===== src/rtl/leds_racer_pkg.sv =====
// Shared types for the LEDs racer: game phases, player indices and the position-width helper.
// Imported by racer_lane and race_sequencer.
package leds_racer_pkg;

    typedef enum logic [1:0] {
        PH_IDLE      = 2'd0,
        PH_COUNTDOWN = 2'd1,
        PH_RACE      = 2'd2,
        PH_WIN       = 2'd3
    } phase_e;

    localparam logic [1:0] GREEN  = 2'd0;
    localparam logic [1:0] RED    = 2'd1;
    localparam logic [1:0] BLUE   = 2'd2;
    localparam logic [1:0] YELLOW = 2'd3;

    function automatic int pos_width(input int max_pos);
        return (max_pos > 1) ? $clog2(max_pos) : 1;
    endfunction

endpackage


===== src/rtl/racer_lane.sv =====
// One player lane: press edge detect and saturating position counter.
// With FALSE_START_PENALTY_EN defined it also keeps the false-start flag and applies the lockout.
module racer_lane #(
    parameter int MAX_POS = 109,
    parameter int POS_W   = 7
) (
    input  logic             clk,
    input  logic             rst_n,
    input  logic             btn_i,
    input  logic             clear_i,
    input  logic             step_en_i,
`ifdef FALSE_START_PENALTY_EN
    input  logic             flag_set_i,
    input  logic             lock_i,
    input  logic             flag_clr_i,
`endif
    output logic             press_o,
    output logic             finish_o,
    output logic [POS_W-1:0] pos_o
);

    localparam logic [POS_W-1:0] LAST_POS = POS_W'(MAX_POS - 1);
    localparam logic [POS_W-1:0] PRE_LAST = POS_W'(MAX_POS - 2);

    logic             btn_prev_q;
    logic [POS_W-1:0] pos_q;
    logic [POS_W-1:0] pos_d;
    logic             step;

    // History resets high so a button held through reset is not taken as a press.
    assign press_o = btn_i & ~btn_prev_q;

`ifdef FALSE_START_PENALTY_EN
    logic flag_q;

    assign step = press_o & step_en_i & ~(flag_q & lock_i);

    always_ff @(posedge clk) begin
        if (!rst_n) begin
            flag_q <= 1'b0;
        end else if (flag_clr_i) begin
            flag_q <= 1'b0;
        end else if (flag_set_i && press_o) begin
            flag_q <= 1'b1;
        end
    end
`else
    assign step = press_o & step_en_i;
`endif

    always_comb begin
        pos_d = pos_q;
        if (clear_i) begin
            pos_d = '0;
        end else if (step && (pos_q != LAST_POS)) begin
            pos_d = pos_q + 1'b1;
        end
    end

    assign finish_o = step && (pos_q == PRE_LAST);
    assign pos_o    = pos_q;

    always_ff @(posedge clk) begin
        if (!rst_n) begin
            btn_prev_q <= 1'b1;
            pos_q      <= '0;
        end else begin
            btn_prev_q <= btn_i;
            pos_q      <= pos_d;
        end
    end

endmodule


===== src/rtl/race_sequencer.sv =====
// Game-phase controller: IDLE -> COUNTDOWN -> RACE -> WIN, paced by update_frame ticks.
// Optional false-start lockout is enabled by defining FALSE_START_PENALTY_EN.
module race_sequencer
    import leds_racer_pkg::*;
#(
    parameter int MAX_POS           = 109,
    parameter int COUNT_STEP_FRAMES = 30,
    parameter int WIN_HOLD_FRAMES   = 150,
    parameter int PENALTY_FRAMES    = 60,
    localparam int POS_W            = pos_width(MAX_POS)
) (
    input  logic             clk,
    input  logic             rst_n,
    input  logic             update_frame,
    input  logic             btn_green,
    input  logic             btn_red,
    input  logic             btn_blue,
    input  logic             btn_yellow,
    output logic [1:0]       phase,
    output logic [1:0]       countdown,
    output logic [POS_W-1:0] pos_green,
    output logic [POS_W-1:0] pos_red,
    output logic [POS_W-1:0] pos_blue,
    output logic [POS_W-1:0] pos_yellow,
    output logic             winner_valid,
    output logic [1:0]       winner_id
);

    localparam int MAX_AB     = (COUNT_STEP_FRAMES > WIN_HOLD_FRAMES) ? COUNT_STEP_FRAMES : WIN_HOLD_FRAMES;
    localparam int MAX_FRAMES = (MAX_AB > PENALTY_FRAMES) ? MAX_AB : PENALTY_FRAMES;
    localparam int CNT_W      = $clog2(MAX_FRAMES) + 1;

    localparam logic [CNT_W-1:0] STEP_LAST = CNT_W'(COUNT_STEP_FRAMES - 1);
    localparam logic [CNT_W-1:0] HOLD_LAST = CNT_W'(WIN_HOLD_FRAMES - 1);

    phase_e           phase_q;
    logic [1:0]       countdown_q;
    logic             winner_valid_q;
    logic [1:0]       winner_id_q;
    logic [CNT_W-1:0] tick_cnt_q;
    logic             frame_prev_q;

    logic             tick;
    logic [3:0]       btns;
    logic [3:0]       press;
    logic [3:0]       finish;
    logic [POS_W-1:0] pos [4];
    logic             any_press;
    logic             clear_pos;
    logic             step_en;
    logic [1:0]       winner_d;

    assign tick      = update_frame & ~frame_prev_q;
    assign btns      = {btn_yellow, btn_blue, btn_red, btn_green};
    assign any_press = |press;
    assign clear_pos = (phase_q == PH_IDLE) && any_press;
    assign step_en   = (phase_q == PH_RACE);

`ifdef FALSE_START_PENALTY_EN
    logic lock_window;
    logic flag_set;
    logic flag_clr;

    // Lockout spans the first PENALTY_FRAMES ticks of RACE; the tick counter starts at 0 on entry.
    assign lock_window = (phase_q == PH_RACE) && (tick_cnt_q < CNT_W'(PENALTY_FRAMES));
    assign flag_set    = (phase_q == PH_COUNTDOWN);
    assign flag_clr    = (phase_q == PH_IDLE) || ((phase_q == PH_RACE) && !lock_window);
`endif

    for (genvar g = 0; g < 4; g++) begin : g_lane
        racer_lane #(
            .MAX_POS (MAX_POS),
            .POS_W   (POS_W)
        ) u_lane (
            .clk        (clk),
            .rst_n      (rst_n),
            .btn_i      (btns[g]),
            .clear_i    (clear_pos),
            .step_en_i  (step_en),
`ifdef FALSE_START_PENALTY_EN
            .flag_set_i (flag_set),
            .lock_i     (lock_window),
            .flag_clr_i (flag_clr),
`endif
            .press_o    (press[g]),
            .finish_o   (finish[g]),
            .pos_o      (pos[g])
        );
    end

    always_comb begin
        winner_d = YELLOW;
        if (finish[GREEN]) begin
            winner_d = GREEN;
        end else if (finish[RED]) begin
            winner_d = RED;
        end else if (finish[BLUE]) begin
            winner_d = BLUE;
        end
    end

    always_ff @(posedge clk) begin
        if (!rst_n) begin
            phase_q        <= PH_IDLE;
            countdown_q    <= 2'd0;
            winner_valid_q <= 1'b0;
            winner_id_q    <= 2'd0;
            tick_cnt_q     <= '0;
            frame_prev_q   <= 1'b1;
        end else begin
            frame_prev_q <= update_frame;
            case (phase_q)
                PH_IDLE: begin
                    if (any_press) begin
                        phase_q     <= PH_COUNTDOWN;
                        countdown_q <= 2'd3;
                        tick_cnt_q  <= '0;
                    end
                end
                PH_COUNTDOWN: begin
                    if (tick) begin
                        if (tick_cnt_q == STEP_LAST) begin
                            tick_cnt_q <= '0;
                            if (countdown_q == 2'd1) begin
                                phase_q     <= PH_RACE;
                                countdown_q <= 2'd0;
                            end else begin
                                countdown_q <= countdown_q - 2'd1;
                            end
                        end else begin
                            tick_cnt_q <= tick_cnt_q + 1'b1;
                        end
                    end
                end
                PH_RACE: begin
                    if (|finish) begin
                        phase_q        <= PH_WIN;
                        winner_valid_q <= 1'b1;
                        winner_id_q    <= winner_d;
                        tick_cnt_q     <= '0;
                    end else if (tick && (tick_cnt_q != '1)) begin
                        tick_cnt_q <= tick_cnt_q + 1'b1;
                    end
                end
                PH_WIN: begin
                    if (tick) begin
                        if (tick_cnt_q == HOLD_LAST) begin
                            phase_q        <= PH_IDLE;
                            winner_valid_q <= 1'b0;
                            tick_cnt_q     <= '0;
                        end else begin
                            tick_cnt_q <= tick_cnt_q + 1'b1;
                        end
                    end
                end
                default: phase_q <= PH_IDLE;
            endcase
        end
    end

    assign phase        = phase_q;
    assign countdown    = countdown_q;
    assign winner_valid = winner_valid_q;
    assign winner_id    = winner_id_q;
    assign pos_green    = pos[GREEN];
    assign pos_red      = pos[RED];
    assign pos_blue     = pos[BLUE];
    assign pos_yellow   = pos[YELLOW];

endmodule


===== config.mk =====
export PLATFORM = sky130hd
export DESIGN_NAME = race_sequencer
export DESIGN_NICKNAME = d
export VERILOG_FILES = /design/src/rtl/leds_racer_pkg.sv /design/src/rtl/racer_lane.sv /design/src/rtl/race_sequencer.sv
export SDC_FILE = /design/constraint.sdc
export NUM_CORES = 1
export LEC_CHECK = 0
export ABC_AREA = 1
export BUFFER_PORTS_ARGS = -buffer_cell sky130_fd_sc_hd__buf_4
export CAP_MARGIN = 20
export CORE_MARGIN = 3
export CORE_UTILIZATION = 63
export CTS_BUF_LIST = sky130_fd_sc_hd__clkbuf_4 sky130_fd_sc_hd__clkbuf_8
export DETAILED_ROUTE_END_ITERATION = 8
export PLACE_DENSITY = 0.87
export REMOVE_ABC_BUFFERS = 1
export SLEW_MARGIN = 10
export SYNTH_ARGS = -nofsm -noshare
export SYNTH_HDL_FRONTEND = slang
export SYNTH_SLANG_ARGS = --single-unit

===== constraint.sdc =====
create_clock -name clk -period 2.9 [get_ports clk]
set_input_delay 0.145 -clock clk [delete_from_list [all_inputs] [get_ports clk]]
set_output_delay 0.145 -clock clk [all_outputs]
set_load 0.05 [all_outputs]

== After elaboration in Yosys (flattened, before gate mapping) ==
Index checks and enable logic that the tools add are counted.

* Output and inout bits: 35
* Input port bits: 7
* Bits in registers: 49

* Reduce and logical (&&, ||, !) cells: 21
* Bitwise operators: 15
* $add $sub $neg: 6
* Eq/ne operators: 23
* Muxes and demuxes: 28

{| class="wikitable"
|+ Operator list
! operator !! number
|-
| $mux W9 || 7
|-
| $pmux W9 S4 || 1
|-
| $add A7 B1 Y7 const B || 4
|-
| $eq A7 B7 Y1 const B || 4
|-
| $ne A7 B7 Y1 const B || 4
|-
| $mux W2 || 13
|-
| $ne A2 B2 Y1 const B || 7
|-
| $reduce_and A4 Y1 || 3
|-
| $logic_and A1 B1 Y1 || 10
|-
| $add A9 B1 Y9 const B || 1
|-
| $and A1 B1 Y1 || 9
|-
| $eq A9 B5 Y1 const B || 1
|-
| $eq A9 B8 Y1 const B || 1
|-
| $ne A9 B9 Y1 const B || 1
|-
| $pmux W2 S4 || 1
|-
| $reduce_or A4 Y1 || 2
|-
| $reduce_and A7 Y1 || 1
|-
| $not A1 Y1 || 6
|-
| $eq A2 B1 Y1 const B || 2
|-
| $eq A2 B2 Y1 const B || 2
|-
| $mux W1 || 4
|-
| $pmux W2 S2 || 1
|-
| $reduce_bool A2 Y1 || 2
|-
| $ne A3 B3 Y1 const B || 1
|-
| other kinds (5) || 5
|}

== Logic depth before layout (Yosys ltp) ==
Gate-level depths: netlist (run 1).

* Depth after elaboration: 7
* Depth in mapped cells: 13
* Depth with buffers taken out: 13

== Modules after synthesis ==
From an unflattened synthesis (run 1), not the netlist that was laid out.

* Cells, all modules: 477
* Area total of the unflattened synthesis: 3266.9 um^2

{| class="wikitable"
|+ Modules (own cells, without submodules)
! module !! instances !! area each (um^2) !! cells each
|-
| racer_lane at g_lane[0].u_lane ... || 3 || 538.0 || 78
|-
| race_sequencer || 1 || 1108.6 || 165
|-
| racer_lane at g_lane[3].u_lane || 1 || 544.3 || 78
|}

== Worst setup path before layout (run 1) ==
Ideal clock, no wire load.

* Path type: register to register
* Start: reg phase_q[0], in the netlist phase[0]
* End: reg tick_cnt_q[1]
* Required time: 2785 ps
* Data arrival time: 2036 ps
* Setup time: 115 ps
* Clock period less this slack: 2151 ps
* Setup slack: 749 ps
* Stages on the path, launching flop included: 13
* Cells stage by stage: dfxtp_1 > inv_1 > ha_1 > inv_2 > nor2_1 > nand2_2 > nand2_4 > nor2_4 > nand3_4 > nand2_4 > inv_4 > o21ai_1 > nor2_1

* Longest elaborated chain between the ends: 6
* Elaborated cells on any way between the ends: 20

{| class="wikitable"
|+ Ends and longest elaborated chain
! item !! RTL line !! text
|-
| start: declaration || race_sequencer.sv:36 || <nowiki>phase_e phase_q;</nowiki>
|-
| start signal: assignment || race_sequencer.sv:104 || <nowiki>phase_q <= PH_IDLE;</nowiki>
|-
| start signal: assignment || race_sequencer.sv:115 || <nowiki>phase_q <= PH_COUNTDOWN;</nowiki>
|-
| start signal: assignment || race_sequencer.sv:125 || <nowiki>phase_q <= PH_RACE;</nowiki>
|-
| $eq A2 B2 Y1 || race_sequencer.sv:57, race_sequencer.sv:112 ||
|-
| $and A1 B1 Y1 || racer_lane.sv:48 || <nowiki>assign step = press_o & step_en_i;</nowiki>
|-
| $logic_and A1 B1 Y1 || racer_lane.sv:60 || <nowiki>assign finish_o = step && (pos_q == PRE_LAST);</nowiki>
|-
| $reduce_or A4 Y1 || race_sequencer.sv:136 || <nowiki>if (|finish) begin</nowiki>
|-
| $ne A3 B3 Y1 (no source line) / $mux W9 (equally long branches) || - ||
|-
| $reduce_and A4 Y1 (no source line) / $pmux W9 S4 (equally long branches) || - ||
|-
| end signal: assignment || race_sequencer.sv:131 || <nowiki>tick_cnt_q <= tick_cnt_q + 1'b1;</nowiki>
|-
| end signal: assignment || race_sequencer.sv:142 || <nowiki>tick_cnt_q <= tick_cnt_q + 1'b1;</nowiki>
|-
| end signal: assignment || race_sequencer.sv:152 || <nowiki>tick_cnt_q <= tick_cnt_q + 1'b1;</nowiki>
|-
| end: declaration || race_sequencer.sv:40 || <nowiki>logic [CNT_W-1:0] tick_cnt_q;</nowiki>
|}

Several ways; a longest one is shown, not always the timed one.
A chain may end at the register's enable or synchronous reset.

== Worst setup path in the final report (run 1) ==
* Start: reg tick_cnt_q[0]
* End: reg tick_cnt_q[7]

* Longest elaborated chain between the ends: 4
* Elaborated cells on any way between the ends: 14

{| class="wikitable"
|+ Ends and longest elaborated chain
! item !! RTL line !! text
|-
| $add A9 B1 Y9 (tied with other cells) || race_sequencer.sv:131, race_sequencer.sv:142, race_sequencer.sv:152 ||
|-
| $mux W9 (tied with other cells) || race_sequencer.sv:147 || <nowiki>if (tick_cnt_q == HOLD_LAST) begin</nowiki>
|-
| $mux W9 (tied with other cells) || race_sequencer.sv:146 || <nowiki>if (tick) begin</nowiki>
|-
| $pmux W9 S4 / $reduce_and A4 Y1 (equally long branches) || - ||
|}

Several ways; a longest one is shown, not always the timed one. The select of a mux whose other input is x is not followed.

==> results by group, run 1 <==
Setup path
  – CP Data Arrival Time: between 2 and 2.5 ns
  – Max FO, Critical Path: 9
  – Worst setup SP type: register
  – Critical path class: reg -> reg
  – Crit. End Element: register
  – CP required: between 3 and 4 ns

Run status
  – Status: complete, no violations

Synth
  – Yosys top cell area share: a little over a third
  – Synthesized area: between 2000 and 3000 um^2
  – Syn Inst Count: ~390
  – Ys async rst share: 0%
  – Post-synth EDFFs: 0
  – Number of synthesized register bits: between 40 and 50
  – Post-synthesis cell type count: 33
  – Synthesized area per cell: around 7.1 um^2
  – YS warnings: 0
  – Synth cell count leaders: inv_1, nand2_1, dfxtp_1
  – Synth Flop Type: dfxtp_1
  – Yosys top cell by area: dfxtp_1
  – Sequential area share after synthesis: between 30% and 40%
  – Largest cells by area after synthesis: dfxtp_1, inv_1, ha_1, nand2_1, nand3_1
  – Count leader, synth: inv_1

Clock tree
  – CTS buffer count: 5
  – CTS Hold Bufs: 0
  – CTS tree: yes
  – Clk_lat worst skew: roughly 0.3 ns
  – Clock sinks: between 40 and 50
  – CTS resizes: 0
  – Root Driver: clkbuf_8
  – # H-tree levels: 2
  – Setup Fix Bufs, Post-CTS: 0
  – Clk buf depth: 2
  – Clock transition at the registers of the reported paths: around 0.090 ns

STA
  – Fin crit share: between 70 and 80%
  – Final Critical Period: just over 2 ns
  – Hold Fails Final Rpt: 0
  – Normalized max-slew margin: 71.70%
  – RSZ-0062 raised after global routing: false
  – Clk_skew: approximately 0.0062 ns
  – Slew @ Worst Pin: about 0.42 ns
  – # setup viols final: 0
  – TNS Setup: 0 ns
  – Max frequency: ~480 MHz
  – Slew Limit Fails: 0
  – Min Hold Slack: 0.03889 ns

Layout
  – Layout cell share with drive strength beyond 1: 19.63%
  – Area grow syn2layout: 16.69%
  – Final net count: about 460
  – Final antenna diode count: 0

Detailed routing
  – Post-route DRC: 0
  – DR iter-0 viols: 197
  – Routed Antenna Nets: 0
  – Vias: roughly 2600
  – Final WL: between 6000 and 7000 um
  – First-pass iteration count of the detailed router: 4
  – DR vias/cell: 5.381
  – WL/cell: 12.85 um

Power
  – Leakage power: between 1.5 and 2 nW
  – Pwr/cell area: between 600 and 700 nW/um^2
  – Max rail drop VDD: between 0.7 and 0.8 mV

Die
  – Die height: roughly 72 um
  – Chip width: 72.36 um
  – Initial Util: between 60% and 70%
  – Row cnt: 23
  – I/O pins: 42
  – Core footprint: 4115 um^2
  – Die area: 5235 um^2

Hold path
  – Worst hold path class: in -> reg

Placed design
  – # port buffers: 41
  – RePlAce Congestion: 0.8905
  – Post-DP HPWL: 4638 um

Global routing
  – GR Util All Layers: 25.88%
  – Largest net degree at the start of global routing: 16
  – Overflow after GRT: 0
  – First-pass GRT wire length: 10950 um
  – Vias in the first global route: roughly 2500
  – Initial antenna violation count: 0

Job
  – Max-cap violation count: 0
-- state kept, by name (all words and copies together) (netlist names) --
register / count
frame_prev_q: 1
phase: 2
winner_valid: 1
g_lane.u_lane.btn_prev_q: 4
g_lane.u_lane.pos_o: 28
countdown: 2
tick_cnt_q: 9
winner_id: 2
-- path summary, 6_finish.rpt --
kind,from,to,slack [ns],depth (start not counted)
hold reg to reg,winner_valid,winner_valid,0.46,2
setup / recovery,tick_cnt_q[0],tick_cnt_q[7],0.83,13
hold / removal,btn_yellow,g_lane[3].u_lane.btn_prev_q,0.04,2
setup reg to reg,tick_cnt_q[0],tick_cnt_q[7],0.83,13
-- layout by cell type (no fill, tap or decap), types with 6 or more instances in the layout --
cell / synthesis / layout
nor2_1: 40 / 40
inv_1: 80 / 80
o21ai_1: 7 / 7
a21oi_1: 26 / 26
nor3_1: 11 / 11
nand2_1: 51 / 51
buf_4: 0 / 42
or2_2: 6 / 6
o21ai_0: 22 / 22
ha_1: 17 / 17
nand3_1: 37 / 37
dfxtp_1: 49 / 49
-- critical path, stage by stage (launching register included) --
cell and delay (ns):
dfxtp_1 0.37, ha_1 0.20, nand3_1 0.12, nor3_1 0.29, nand2_1 0.13, nor2_1 0.12
ha_1 0.14, or2_2 0.12, nand3_4 0.12, nand2_4 0.12, inv_4 0.07, nor2_1 0.10
nor2_1 0.05, nor2_1 0.07
-- routing by layer --
metal  wire (um)  part of all wire, %  vias to the layer above  GRT usage [%]
met5           0                    0                        -              0
met4          50                 0.80                        0          6.472
met3         356                  5.7                        7          5.540
met2        3020                   48                       69          45.30
met1        2844                   45                     1218          32.19
li1            -                    -                     1332              -
-- logic make-up after synthesis --
| logic type | count (synthesis) | synth area share [%] |
|---|---|---|
| buffers and inverters | 87 | 12.00 |
| adders and majority gates | 17 | 7.668 |
| DFF | 49 | 35.36 |
| xor gates and xnor gates | 4 | 1.263 |
| AOI/OAI and AO/OA | 61 | 11.68 |
| and+or+nand+nor | 175 | 32.02 |
-- cell type report --
| cell class | count | area (um^2) |
|---|---|---|
| Clock buffer | 5 | 68.82 |
| Clock inverter | 2 | 35.03 |
| Fill cell | 304 | 878.3 |
| Inverter | 83 | 314.1 |
| Multi-Input combinational cell | 257 | 1460 |
| Sequential cell | 49 | 980.9 |
| Tap cell | 50 | 62.56 |
| Timing Repair Buffer | 42 | 315.3 |
-- per-stage QoR --
stage / total power, W / cells / instance area (um^2) / setup WS [ns] / utilization, %
after floorplan: 0.001475 / 389 / 2755 / 0.7492 / -
after global placement: 0.001665 / 481 / 3133 / 0.9205 / 76.13
after detailed placement: 0.001691 / 481 / 3133 / 0.8784 / 76.13
after CTS: 0.002178 / 488 / 3237 / 0.8432 / 78.66
after global routing: 0.002321 / 488 / 3237 / 0.6000 / 78.66
final: 0.002182 / 488 / 3237 / 0.8315 / 78.66
-- power by group --
group          internal [W]  total, W  switching [W]  leakage [nW]
Combinational      0.000273  0.000926       0.000652          1.12
Clock              0.000251  0.000475       0.000224        0.0540
Sequential         0.000733  0.000781      0.0000484         0.398
Total               0.00126   0.00218       0.000925          1.57
(Power assumes the default switching activity.)
==> run 2, diff against run 1 <==
ABC_AREA = 0   (was 1)
CORE_UTILIZATION = 59   (was 63)
PLACE_DENSITY = 0.83   (was 0.87)
clock period = 2.1 ns   (was 2.9 ns; I/O delays follow)
==> run 2 against run 1 <==
The run now ends with setup timing left. Non-clock buffer count grew 53. Worst setup slack got worse by 1.0 ns. Synthesized cell count decreased by 26%. Die area rose by 1.8%. Final cell count fell by 10%. Flip-flop and latch count is the same. Sequential share of layout area shrank 3.4 points. Largest power group unchanged.
==> results by group, run 2 <==
Run status
  – Status: finished, violations left
  – Failing checks: setup timing

Placed design
  – # port buffers: just over 40
  – Post-DP HPWL: 4979 um
  – RePlAce Congestion: just over 0.8
  – Post-place instance area: approximately 3300 um^2
  – Pre-CTS setup slack: -0.3748 ns

Clock tree
  – Clk buf depth: 2
  – Clk_lat worst skew: between 0.3 and 0.4 ns
  – # H-tree levels: 2
  – CTS buffer count: 5
  – Clock transition at the registers of the reported paths: ~0.10 ns
  – Clock sinks: 49
  – Root Driver: clkbuf_8
  – CTS tree: yes

Layout
  – Post-layout util: 87.44%
  – Commonest non-fill, non-tap cell in the layout: buf_4
  – Final net count: 412
  – Most frequent cells in the layout: buf_4, dfxtp_1, nor2_1, inv_1, nand2_1
  – Area grow syn2layout: 37.68%
  – Final antenna diode count: 0
  – Max reg flops: 28
  – Post-route cell area: around 3600 um^2
  – Filler Cell Count: 193
  – Layout cell share with drive strength beyond 1: between 30% and 40%

Detailed routing
  – Routed Antenna Nets: 0
  – Final WL: 8933 um
  – Post-route DRC: 0
  – Vias: ~2800
  – DR vias/cell: approximately 6.4
  – WL/cell: roughly 20 um
  – DR iter-0 viols: approximately 370
  – First-pass iteration count of the detailed router: 5

Die
  – Die height: approximately 73 um
  – I/O pins: 42
  – Core footprint: 4173 um^2
  – Row cnt: 23
  – Initial Util: approximately 64%
  – Die area: about 5300 um^2
  – Chip width: around 73 um

Synth
  – Count leader, synth: dfxtp_1
  – Synth cell count leaders: dfxtp_1, nor2_1, inv_1
  – Number of synthesized register bits: roughly 50
  – YS warnings: 0
  – Sequential area share after synthesis: approximately 37%
  – Synth Flop Type: dfxtp_1
  – Post-synthesis cell type count: between 60 and 70
  – Ys async rst share: 0%
  – Syn Inst Count: approximately 290
  – Post-synth EDFFs: 0
  – Largest cells by area after synthesis: dfxtp_1, ha_1, nor2_1, xor2_1, inv_1
  – Yosys top cell by area: dfxtp_1
  – Yosys top cell area share: a little under two fifths
  – Synthesized area per cell: ~9.1 um^2
  – Synthesized area: 2650 um^2

Hold path
  – Worst hold path class: in -> reg

Power
  – Sequential Power Share: between 30 and 40%
  – Pwr/cell area: a little over 900 nW/um^2
  – Comb pwr share: a little under half
  – Clk network pwr share: ~22%
  – Leakage power: between 1.5 and 2 nW
  – NetSw: 0.001298 W
  – Sw Share: 39.20%
  – P_int: approximately 0.0020 W
  – Max rail drop VDD: about 0.7 mV

Global routing
  – GR Util All Layers: a little under 30%
  – Initial antenna violation count: 0
  – Vias in the first global route: 2634
  – Largest net degree at the start of global routing: 29
  – First-pass GRT wire length: ~12000 um
  – Overflow after GRT: 0

STA
  – Normalized max-slew margin: a little under three fifths
  – RSZ-0062 raised after global routing: true
  – Final Critical Period: about 2.3 ns
  – Slew @ Worst Pin: 0.6543 ns
  – Clk_skew: around 0.016 ns
  – Max frequency: between 400 and 500 MHz
  – Slew Limit Fails: 0
  – TNS Setup: -2.242 ns
  – Hold Fails Final Rpt: 0
  – Fin crit share: 110.3%
  – Post-route setup slack: -0.2166 ns
  – # setup viols final: 14
  – Min Hold Slack: a little over 0.02 ns

Setup path
  – Critical path class: reg -> reg
  – Critical Path Max Stage Delay: ~0.54 ns
  – WP buf/inv: 2
  – Top delay family on crit path: simple AND/OR/NAND/NOR gates
  – CP required: roughly 2.3 ns
  – CP Data Arrival Time: ~2.5 ns
  – Slowest cell on crit path: or4_4
  – Worst setup SP type: register
  – Critical path cell sequence: inv_2 -> ha_4 -> and4b_1 -> and4b_2 -> or4_4 -> o21a_4 -> buf_4 -> o221ai_1
  – R2r setup slk: -0.22 ns
  – Max FO, Critical Path: 6
  – Crit. End Element: register

Job
  – Max-cap violation count: 0
==> run 2: cell types whose count changed in the layout (fill, tap and decap cells not counted), moves of 6 or more <==
cell,before,now
nand2b_1,0,7
o21ai_1,7,1
nand3_1,37,10
xor2_1,4,14
nand4_1,3,9
nand2_1,51,17
inv_1,80,20
o21ai_0,22,1
buf_4,42,91
nor3_1,11,4
xnor2_1,0,8
a21oi_1,26,4
==> run 2: worst paths after layout <==
kind / startpoint / endpoint / depth (start not counted)
max: phase[0] / tick_cnt_q[3] / 8
min reg2reg: tick_cnt_q[8] / tick_cnt_q[8] / 2
max reg2reg: phase[0] / tick_cnt_q[3] / 8
min: btn_yellow / g_lane[3].u_lane.btn_prev_q / 2
==> run 2: cell type report <==
class | count | area, um^2 | share of cell area (%)
inverter | 21 | 78.83 | 2.160
multi-input combinational | 216 | 1677 | 45.95
clock inverter | 1 | 30.03 | 0.8230
clock buffer | 7 | 90.09 | 2.469
sequential | 49 | 983.4 | 26.95
timing repair buffer | 95 | 726.9 | 19.92
tap | 50 | 62.56 | 1.715
==> run 2: logic make-up (layout without fill, tap and decap cells) <==
kind of cell | count (synthesis) | after routing | synth area share, %
adder cells (fa/ha/maj) | 17 | 17 | 8.026
multiplexers | 3 | 3 | 1.133
XOR/XNOR | 22 | 22 | 7.271
AO/OA/AOI/OAI | 42 | 42 | 13.79
buffers and inverters | 27 | 124 | 4.344
AND/OR/NAND/NOR | 132 | 132 | 28.42
flip-flops | 49 | 49 | 37.02
==> run 2: routing by layer <==
metal / wire length [um] / global-route usage, % / share of wire (%)
met1: 3497 / 33.28 / 39
met3: 715 / 7.576 / 8.0
met2: 4431 / 52.73 / 50
met4: 289 / 11.68 / 3.2
met5: 0 / 0 / 0
==> run 2: timing repair <==
action                     in CTS  in global routing
buffers inserted                6                  6
hold buffers                    1                  0
setup endpoints to repair      15                 15
pin swaps                      12                 10
gates cloned                    0                  0
hold endpoints to repair        1                  0
resized for setup              24                  7
==> run 2: metrics by stage <==
step                cells  total power, W
floorplan             286        0.001718
detailed placement    418        0.002102
finish                439        0.003310
CTS                   433        0.003066
global placement      418        0.002069
global route          439        0.003408
==> run 2: power groups by stage <==
stage / clock network, W / registers [W] / logic [W]
finish: 0.000736 / 0.00102 / 0.00155
floorplan: 0 / 0.00117 / 0.000550
global placement: 0 / 0.00102 / 0.00105
CTS: 0.000721 / 0.00101 / 0.00133
global route: 0.000768 / 0.00103 / 0.00161
detailed placement: 0 / 0.00103 / 0.00108
==> run 3, diff against run 2 <==
CORE_UTILIZATION = 53   (was 59)
PLACE_DENSITY = 0.78   (was 0.83)
clock period = 1.9 ns   (was 2.1 ns; I/O delays follow)
==> run 3 against run 2 <==
The flow still finishes with violations (setup timing). Critical path depth grew 2. Clock skew fell by 0.0089 ns. Register-to-register slack got worse by 0.23 ns. Critical path type unchanged.
==> results by group, run 3 (same netlist as run 2, synthesis figures left out) <==
Detailed routing
  – Routed Antenna Nets: 0
  – DR iter-0 viols: 165
  – First-pass iteration count of the detailed router: 5
  – Vias: between 2000 and 3000
  – Final WL: roughly 8100 um
  – Post-route DRC: 0
  – DR vias/cell: ~5.7
  – WL/cell: approximately 17 um

Layout
  – Final net count: between 400 and 500
  – Post-layout util: 81.65%
  – Final non-filler cell total: roughly 480
  – Multi-input logic area: between 1500 and 2000 um^2
  – Final antenna diode count: 0
  – Layout cell share with drive strength beyond 1: 41.20%
  – Most frequent cells in the layout: buf_4, dfxtp_1, nor2_1, inv_1, ha_1
  – Commonest non-fill, non-tap cell in the layout: buf_4
  – Area grow syn2layout: 47.45%
  – Register area: 985.9 um^2
  – Filler Cell Count: 289
  – Max reg flops: 28

STA
  – Post-route setup slack: -0.4496 ns
  – # setup viols final: 16
  – Final Critical Period: between 2 and 2.5 ns
  – RSZ-0062 raised after global routing: true
  – Clk_skew: slightly above 0.007 ns
  – Normalized max-slew margin: a little over two thirds
  – Max frequency: about 430 MHz
  – TNS Setup: -4.370 ns
  – Slew @ Worst Pin: between 0.4 and 0.5 ns
  – Hold Fails Final Rpt: 0
  – Fin crit share: 123.7%
  – Slew Limit Fails: 0

Setup path
  – R2r worst-path depth: 10
  – CP Data Arrival Time: 2.55 ns
  – Worst setup SP type: register
  – Crit. End Element: register
  – Max FO, Critical Path: 5
  – CP Launch Point: phase[0]
  – R2r setup slk: -0.45 ns
  – CP Capture Point: phase[1]
  – Critical R2R Capture: phase[1]
  – CP required: 2.10 ns
  – Critical path class: reg -> reg
  – Reg2reg start: phase[0]

Clock tree
  – Clock transition at the registers of the reported paths: 0.10 ns
  – Root Driver: clkbuf_8
  – Clock sinks: just under 50
  – # H-tree levels: 2
  – Clk_lat worst skew: 0.32 ns
  – CTS buffer count: 5
  – Clk buf depth: 2
  – CTS tree: yes

Die
  – Initial Util: a little under three fifths
  – Core footprint: between 4000 and 5000 um^2
  – Die area: 5884 um^2
  – Die height: roughly 77 um
  – Row cnt: 25
  – Chip width: around 77 um
  – I/O pins: 42

Placed design
  – Post-DP HPWL: between 4000 and 5000 um
  – RePlAce Congestion: a little over 0.8
  – # port buffers: a little over 40
  – Pre-CTS setup slack: -0.5499 ns
  – # placed instances: between 400 and 500

Power
  – Max rail drop VDD: just under 0.6 mV
  – Leakage power: 1.686 nW
  – Pwr/cell area: between 800 and 900 nW/um^2

Global routing
  – Overflow after GRT: 0
  – Largest net degree at the start of global routing: 29
  – Initial antenna violation count: 0
  – First-pass GRT wire length: about 13000 um
  – GR Util All Layers: 26.72%
  – Vias in the first global route: ~2700

Run status
  – Status: finished, violations left
  – Failing checks: setup timing

Hold path
  – Worst hold path class: in -> reg

Job
  – Max-cap violation count: 0
## run 3: cell types whose count changed in the layout (fill, tap and decap cells not counted), sizes merged
cell | before | now
bufinv | 1 | 0
dlygate4sd3 | 1 | 5
buf | 94 | 116
clkinv | 0 | 3
clkbuf | 7 | 5
## run 3: how the worst min path moves through the flow
stage	from	end	slack, ns	cells after the start
2_1_floorplan	rst_n	frame_prev_q	0.17	1
3_3_place_gp	update_frame	frame_prev_q	0.29	2
3_5_place_dp	update_frame	frame_prev_q	0.29	2
4_1_cts	rst_n	g_lane[0].u_lane.btn_prev_q	0.08	2
5_1_grt	rst_n	g_lane[0].u_lane.btn_prev_q	0.09	2
6_report	rst_n	g_lane[0].u_lane.btn_prev_q	0.09	2
## run 3: timing repair
item | in CTS | in global routing
endpoints found under the setup margin | 16 | 19
cloned | 0 | 0
setup buffers | 7 | 7
hold endpoints to repair | 5 | 0
hold buffers | 5 | 0
resized for setup | 28 | 19
pin swaps | 20 | 23
## run 3: worst max-delay path, stage by stage, from the launching register on
cell and delay (ns):
dfxtp_2 0.34, inv_2 0.09, ha_4 0.19, buf_6 0.11
nand3b_1 0.11, nor4_4 0.34, nor4_4 0.09, buf_4 0.17
a2111oi_4 0.44, mux2i_1 0.27, nor2_1 0.07
## run 3: power breakdown
part           internal, W  switching, W  leakage, nW  total (W)
logic             0.000733      0.000961         1.24    0.00169
registers          0.00108     0.0000434        0.399    0.00113
clock network     0.000262      0.000385       0.0481   0.000647
## run 3: cell type report
type | instances | share of cell area (%)
inverter | 21 | 2.017
timing repair buffer | 121 | 24.27
clock buffer | 5 | 1.761
clock inverter | 3 | 0.5764
sequential | 49 | 25.23
tap | 67 | 2.145
multi-input combinational | 216 | 44.00
## run 3: per-layer routing
| layer | track usage, % | vias up | share of wire [%] |
|---|---|---|---|
| li1 | - | 1279 | - |
| met1 | 31.54 | 1317 | 42 |
| met2 | 46.43 | 115 | 50 |
| met3 | 5.751 | 35 | 5.0 |
| met4 | 11.59 | 0 | 3.1 |
| met5 | 0 | - | 0 |
## run 3: through the flow
stage | power [W] | hold slack (ns) | instance area, um^2
after global placement | 0.002390 | 0.2916 | 3517
after floorplan | 0.001899 | 0.1680 | 2614
final | 0.003468 | 0.09226 | 3908
after detailed placement | 0.002415 | 0.2938 | 3517
after global routing | 0.003627 | 0.08756 | 3908
after CTS | 0.003260 | 0.08278 | 3826
